## src/rtl/instruction_cache.sv

```systemverilog
// Direct-mapped read-only instruction cache: zero-latency hits, 4-word line refill
// through a request/wait memory port, global invalidate via in_Flush.
//
// state | meaning
// IDLE  | serve hits; a miss latches the line address and starts a refill
// FILL  | request words 0..3 of the line in order; last word installs tag/valid
module instruction_cache #(
    parameter int INDEX_BITS = 4
) (
    input  logic        clock,
    input  logic        reset,
    input  logic        in_CoreRequest,
    input  logic [31:0] in_CoreAddress,
    output logic [31:0] out_CoreBus,
    output logic        out_CoreWait,
    input  logic        in_Flush,
    output logic [31:0] out_MemoryAddress,
    output logic        out_MemoryRequest,
    input  logic [31:0] in_MemoryBus,
    input  logic        in_MemoryWait
);

    localparam int LINES    = 1 << INDEX_BITS;
    localparam int TAG_BITS = 28 - INDEX_BITS;

    typedef enum logic {IDLE, FILL} state_t;

    state_t                state, state_nxt;
    logic [LINES-1:0]      valid;
    logic [TAG_BITS-1:0]   tag_mem  [LINES];
    logic [31:0]           data_mem [LINES*4];
    logic [27:0]           line_addr;
    logic [1:0]            cnt;
    logic                  flushed;

    logic [INDEX_BITS-1:0] core_index;
    logic [TAG_BITS-1:0]   core_tag;
    logic [1:0]            core_offset;
    logic [INDEX_BITS-1:0] fill_index;
    logic [TAG_BITS-1:0]   fill_tag;
    logic                  hit, xfer, last, miss_start, serve;
    logic                  unused_addr_bits;

    assign core_index       = in_CoreAddress[3+INDEX_BITS:4];
    assign core_tag         = in_CoreAddress[31:4+INDEX_BITS];
    assign core_offset      = in_CoreAddress[3:2];
    assign unused_addr_bits = &{1'b0, in_CoreAddress[1:0]};
    assign fill_index       = line_addr[INDEX_BITS-1:0];
    assign fill_tag         = line_addr[27:INDEX_BITS];

    assign hit        = valid[core_index] && (tag_mem[core_index] == core_tag);
    assign xfer       = (state == FILL) && !in_MemoryWait;
    assign last       = xfer && (cnt == 2'd3);
    // Flush takes the edge; the miss is re-evaluated against cleared valid bits.
    assign miss_start = (state == IDLE) && in_CoreRequest && !hit && !in_Flush;
    assign serve      = in_CoreRequest && (state == IDLE) && hit;

    always_ff @(posedge clock or posedge reset) begin
        if (reset) begin
            state <= IDLE;
        end else begin
            state <= state_nxt;
        end
    end

    always_comb begin
        state_nxt = state;
        case (state)
            IDLE: if (miss_start) state_nxt = FILL;
            FILL: if (last)       state_nxt = IDLE;
            default:              state_nxt = IDLE;
        endcase
    end

    always_comb begin
        out_CoreWait      = in_CoreRequest && !serve;
        out_CoreBus       = serve ? data_mem[{core_index, core_offset}] : 32'd0;
        out_MemoryRequest = (state == FILL);
        out_MemoryAddress = (state == FILL) ? {line_addr, cnt, 2'b00} : 32'd0;
    end

    always_ff @(posedge clock or posedge reset) begin
        if (reset) begin
            valid     <= '0;
            line_addr <= '0;
            cnt       <= 2'd0;
            flushed   <= 1'b0;
        end else begin
            if (miss_start) begin
                line_addr <= in_CoreAddress[31:4];
                cnt       <= 2'd0;
                flushed   <= 1'b0;
            end else begin
                if (xfer) cnt <= cnt + 2'd1;
                if ((state == FILL) && in_Flush) flushed <= 1'b1;
            end
            // A flush seen at any point of the fill keeps the refilled line invalid.
            if (in_Flush) begin
                valid <= '0;
            end else if (last && !flushed) begin
                valid[fill_index] <= 1'b1;
            end
        end
    end

    always_ff @(posedge clock) begin
        if (xfer) data_mem[{fill_index, cnt}] <= in_MemoryBus;
        if (last) tag_mem[fill_index] <= fill_tag;
    end

endmodule

```

## config.mk

```make
export PLATFORM = sky130hd
export DESIGN_NAME = instruction_cache
export DESIGN_NICKNAME = d
export VERILOG_FILES = /design/src/rtl/instruction_cache.sv
export SDC_FILE = /design/constraint.sdc
export NUM_CORES = 2
export LEC_CHECK = 0
export CAP_MARGIN = 20
export CELL_PAD_IN_SITES_DETAIL_PLACEMENT = 0
export CELL_PAD_IN_SITES_GLOBAL_PLACEMENT = 1
export CORE_UTILIZATION = 33
export DETAILED_ROUTE_END_ITERATION = 12
export PLACE_DENSITY = 0.61
export SLEW_MARGIN = 20
export SYNTH_ARGS = -nofsm -noshare
export SYNTH_HDL_FRONTEND = slang
export SYNTH_SLANG_ARGS = --single-unit
```

## constraint.sdc

```tcl
create_clock -name clock -period 10.63 [get_ports clock]
set_clock_uncertainty 0.2 [all_clocks]
set_input_delay 2.126 -clock clock [delete_from_list [all_inputs] [get_ports clock]]
set_output_delay 2.126 -clock clock [all_outputs]
set_load 0.01 [all_outputs]
```

# Word level (Yosys, flattened, before mapping)
# Memories as Yosys holds them, arrays and structs flattened.
# Cells that the tools add are included.
# word_totals
input_bits,69
out_inout_bits,66
word_cells,53
ramBits,2432
n_memories,2
reg_bits,48
# memory_table
memory,depth,width,read_ports,rd_clocked_by_memory_dff,wr,line_no,source
data_mem,64,32,1,0,1,31,logic [31:0] data_mem [LINES*4];
tag_mem,16,24,1,0,1,30,logic [TAG_BITS-1:0] tag_mem [LINES];
# op_classes
n_lt_le_gt_ge,3
n_reduce_logical,19
n_bitwise,2
n_addsub,1
n_eq_ne,2
n_mux,19
# ops
cell,count
32-bit two-way mux,2
16-bit two-way mux,2
24-bit == test,1
16-bit OR,1
1-bit logical AND,11
4-bit by 5-bit less-than comparator with 1-bit output (second input constant),2
1-bit two-way mux,10
2-bit nonzero test,3
1-bit logical NOT,5
1-bit binary-select mux with 4-bit select,1
1-bit demux with 4-bit select,1
4-bit by 1-bit greater-or-equal comparator with 1-bit output (second input constant),1
2-bit two-way mux,2
2-bit by 1-bit adder with 2-bit output (second input constant),1
2-bit == test (second input constant),1
1-bit one-hot mux with 2 select lines,1
1-bit inverter,1

# Longest topological paths before layout
# logic_depth
depth_word,8
ltp_mapped,15
ltp_nobuf,9

# Least setup slack after synthesis
# No wires, ideal clock.
# synth_timing
kind,input to output
start,input port in_CoreAddress[2]
end,output port out_CoreBus[0]
n_path_buf,3
path_slack_ns,3.459
t_arrival_ns,4.845
required_ns,8.304
cell_stages,7
path_cell_list,clkbuf_1 > clkbuf_1 > buf_1 > mux4_2 > mux4_2 > mux4_2 > nor2b_1
# synth_between
elab_chain_len,2
# synth_rtl
item,line_no,source
start: declaration,13,"input logic [31:0] in_CoreAddress,"
memory 64 x 32 bit,--,
32-bit two-way mux,77,"out_CoreBus = serve ? data_mem[{core_index, core_offset}] : 32'd0;"
end: declaration,14,"output logic [31:0] out_CoreBus,"
# Every way passes these cells.

# Worst setup path after layout
# layout_timing
start,input port in_CoreAddress[5]
end,output port out_CoreBus[26]
# layout_between
elab_chain_len,5
elab_cells_between_ends,8
# layout_rtl
item,line_no,source
memory 16 x 24 bit / 1-bit binary-select mux with 4-bit select (equally long branches),--,
24-bit == test / 1-bit two-way mux (equally long branches),51,assign hit = valid[core_index] && (tag_mem[core_index] == core_tag);
1-bit logical AND,51,
1-bit logical AND,56,assign serve = in_CoreRequest && (state == IDLE) && hit;
32-bit two-way mux (*),77,
# Mark *: on every way between the ends. The rest lies on a longest branch, timed or not. The select of a mux whose other input is x is not followed.

==> metrics.yaml <==
ff2ff_setup_slack_ns: 6.60
clockPowerShare: 0.394
grt_usage: 0.1622
hold_violations: 0
grt_max_degree: 105
synth-edff-count: 2432
hpwlAfterDp_um: 125000
grt_setup_unrepaired: "no"
routabilityCongestion: 0.7375
fillCellCount: 25160
die_y_um: 539.3
die-area_mm2: 0.2909
clock-sinks: 2480
cts_tree: "done"
cp_data_required_time_ns: 8.30
crit_path_end_kind: "primary output"
drc: 0
viasPerCell: 5.220
grt_pass1_vias: 44570
status: "finished clean"
nets: 4323
switching_power_w: 0.005065
utilization: 0.3853
clk_pin_slew_ns: 0.06
drt_iter0_markers: 4140
leakage_nw: 33.86
p_comb_frac: 0.080
hold_path_end: "valid[3]"
period_needed_ns: 9.110
maxSlewViolCount: 0
maxSlewHeadroom: 0.2588
cts_max_path_buffers: 4
fin_setup_tns_ns: 0
seq_area_mm2: 0.07423
postCtsSetupRepairBufs: 0
p_per_area_mw_per_mm2: 199.8
core-area_mm2: 0.2862
ir_worst_vdd_uv: 154.0
multiInputGateArea_mm2: 0.02072
synth_ff_type: "edfxtp_1"
synthArstFlopShare: 0.01935
grt_overflow: 0
p_seq_frac: 0.526
avgRoutedWirePerCell_um: 28.86
io_pins: 135
crit_arrival_ns: 6.78
drt-total-wl_um: 236800
start_util: 0.3329
drv_cap: 0
synth_warnings: 0
ctsResizeCount: 0
critical_path.max_stage_delay_ns: 0.75
ant_nets: 0
max_freq_mhz: 109.8
drt-met1-wl_um: 97270
io_buffer_count: 130
critPathKind: "input pin to primary output"
met3WireLength_um: 15160
netSwitchingFraction: 0.2299
rows: 196
cts_buffers: 275
r2r_end: "line_addr[20]"
dr_wl_met2_um: 119100
cp-startpoint: "in_CoreAddress[5]"
final_common_cell: "edfxtp_1"
path_cells: "clkbuf_8 > buf_4 > mux4_2 > nor2_1 > a221oi_1 > a21oi_1 > xor2_1 > nand4_1 > nor4_2 > nand4_1 > buf_4 > nor2b_1 > clkdlybuf4s50_1"
htree_num_levels: 5
min_from: "valid[3]"
antenna_found_initial: 30
syn_inst: 3908
crit_fanout: 74
critPathTopFamily: "buffers and inverters"
fin_crit_sh: 0.8570
r2r_cells: 10
ys_ff_latch: 2480
drive_gt1_frac: 0.3115
yosysUniqueCellTypes: 50
die_x_um: 539.3
clk_latency_ns: 0.91
cts-root-buf: "clkbuf_16"
crit_path_start_kind: "input pin"
rr_startpoint: "tag_mem[7][9]"
slowest_stage: "nor4_2"
top_layer: "met5"
syn-cell-area_mm2: 0.09528
synth_seq_area_share: 0.7791
setup_violations: 0
critPathBufInv: 4
grt_pass1_wl_um: 336000
syn_avg_cell_area_um2: 24.38
holdBufCountCts: 0
areaGrowthSynthToFinish_pct: 15.74
power.internal_w: 0.01697
layout_common_cells: "edfxtp_1, mux4_2, clkbuf_16"
firstDrtPassIters: 7
min_path_type: "flip-flop to flip-flop"
worstHoldPathCells: 2
vias: 42830
worst_pin_slew_ns: 1.112
stage by stage:
stage / power [W] / hold slack (ns) / cell area (um^2) / worst slack, ns / std cells
global route: 0.02272 / 0.3167 / 110300 / 1.273 / 8201
detailed placement: 0.01358 / 0.2864 / 102100 / 1.478 / 7733
floorplan: 0.01257 / 0.2573 / 95280 / 3.459 / 3909
finish: 0.02204 / 0.3003 / 110300 / 1.520 / 8206
CTS: 0.02225 / 0.3007 / 110100 / 1.465 / 8190
global placement: 0.01352 / 0.2753 / 102100 / 1.489 / 7733
worst max path at each step:
stage	end	depth (start not counted)
final	out_CoreBus[26]	13
after global routing	out_CoreBus[21]	13
after CTS	out_CoreBus[25]	13
after detailed placement	out_CoreBus[25]	13
after global placement	out_CoreBus[17]	13
after floorplan	out_CoreBus[0]	7
metal layers:
| layer | vias to the layer above | global-route usage |
|---|---|---|
| li1 | 17510 | - |
| met2 | 1381 | 0.2727 |
| met1 | 23580 | 0.2153 |
| met3 | 358 | 0.03065 |
| met4 | 4 | 0.04333 |
| met5 | - | 0 |
layout make-up:
cell class	instances	area share
flip-flops and latches	2480	0.6731
well taps	3762	0.04268
repair buffers	274	0.02295
multi-input cells	1216	0.1879
diodes	11	0.0002496
clock inverters	115	0.006864
clock buffers	342	0.06592
inverters	6	0.0002836
registers in the layout, indices dropped and copies added, names as in the netlist:
name,cells
data_mem,2048
out_MemoryRequest,1
cnt,2
valid,16
flushed,1
line_addr,28
tag_mem,384
worst min-delay path, delay by kind of cell (launching register included):
kind | cells | cell delay [ns]
AND/OR/NAND/NOR | 1 | 0.07
AO/OA/AOI/OAI | 1 | 0.05
flip-flops | 1 | 0.34
power by group through the flow:
stage          clock network [W]  registers (W)  logic, W
2_1_floorplan                  0         0.0116  0.000940
3_3_place_gp                   0         0.0118   0.00175
3_5_place_dp                   0         0.0118   0.00178
4_1_cts                  0.00887         0.0116   0.00178
5_1_grt                  0.00923         0.0116   0.00186
6_report                 0.00869         0.0116   0.00176
synth_stat cells (2+ instances only):
master       n  share of area
nand3b_1     5        0.00039
nand2b_1     5        0.00033
mux4_2     747           0.18
o21ai_0      5        0.00026
nand3_1      8        0.00042
a21oi_1     25         0.0013
nor3_1       6        0.00032
nor2_1     110         0.0043
mux2_4      26         0.0041
inv_1        5        0.00020
buf_4       13         0.0010
and2_1      35         0.0023
a22o_1       5        0.00046
clkbuf_1   123         0.0048
xnor2_1     25         0.0023
or3_1        2        0.00013
buf_2       18        0.00095
nor2b_1     37         0.0024
a221oi_1     9        0.00083
a22oi_1     11        0.00087
buf_1       45         0.0018
mux2i_1     86         0.0090
mux2_2       4        0.00047
xor2_1      11         0.0010
nand2_1     26         0.0010
edfxtp_1  2432           0.77
a31oi_1      2        0.00013
nand4_1      4        0.00026
buf_6        8        0.00095
dfrtp_1     48          0.013
nor4_1       2        0.00013
and3b_1      2        0.00018
kinds of logic after synthesis:
group	Yosys count	synth area share
flip-flops	2480	0.7791
AND/OR/NAND/NOR	250	0.01296
XOR/XNOR	36	0.003309
buffers and inverters	213	0.009770
AO/OA/AOI/OAI	63	0.004386
other	1	0.00003936
adder cells (fa/ha/maj)	1	0.0001313
multiplexers	864	0.1903
Note: power is estimated with default switching activity, not from simulation.
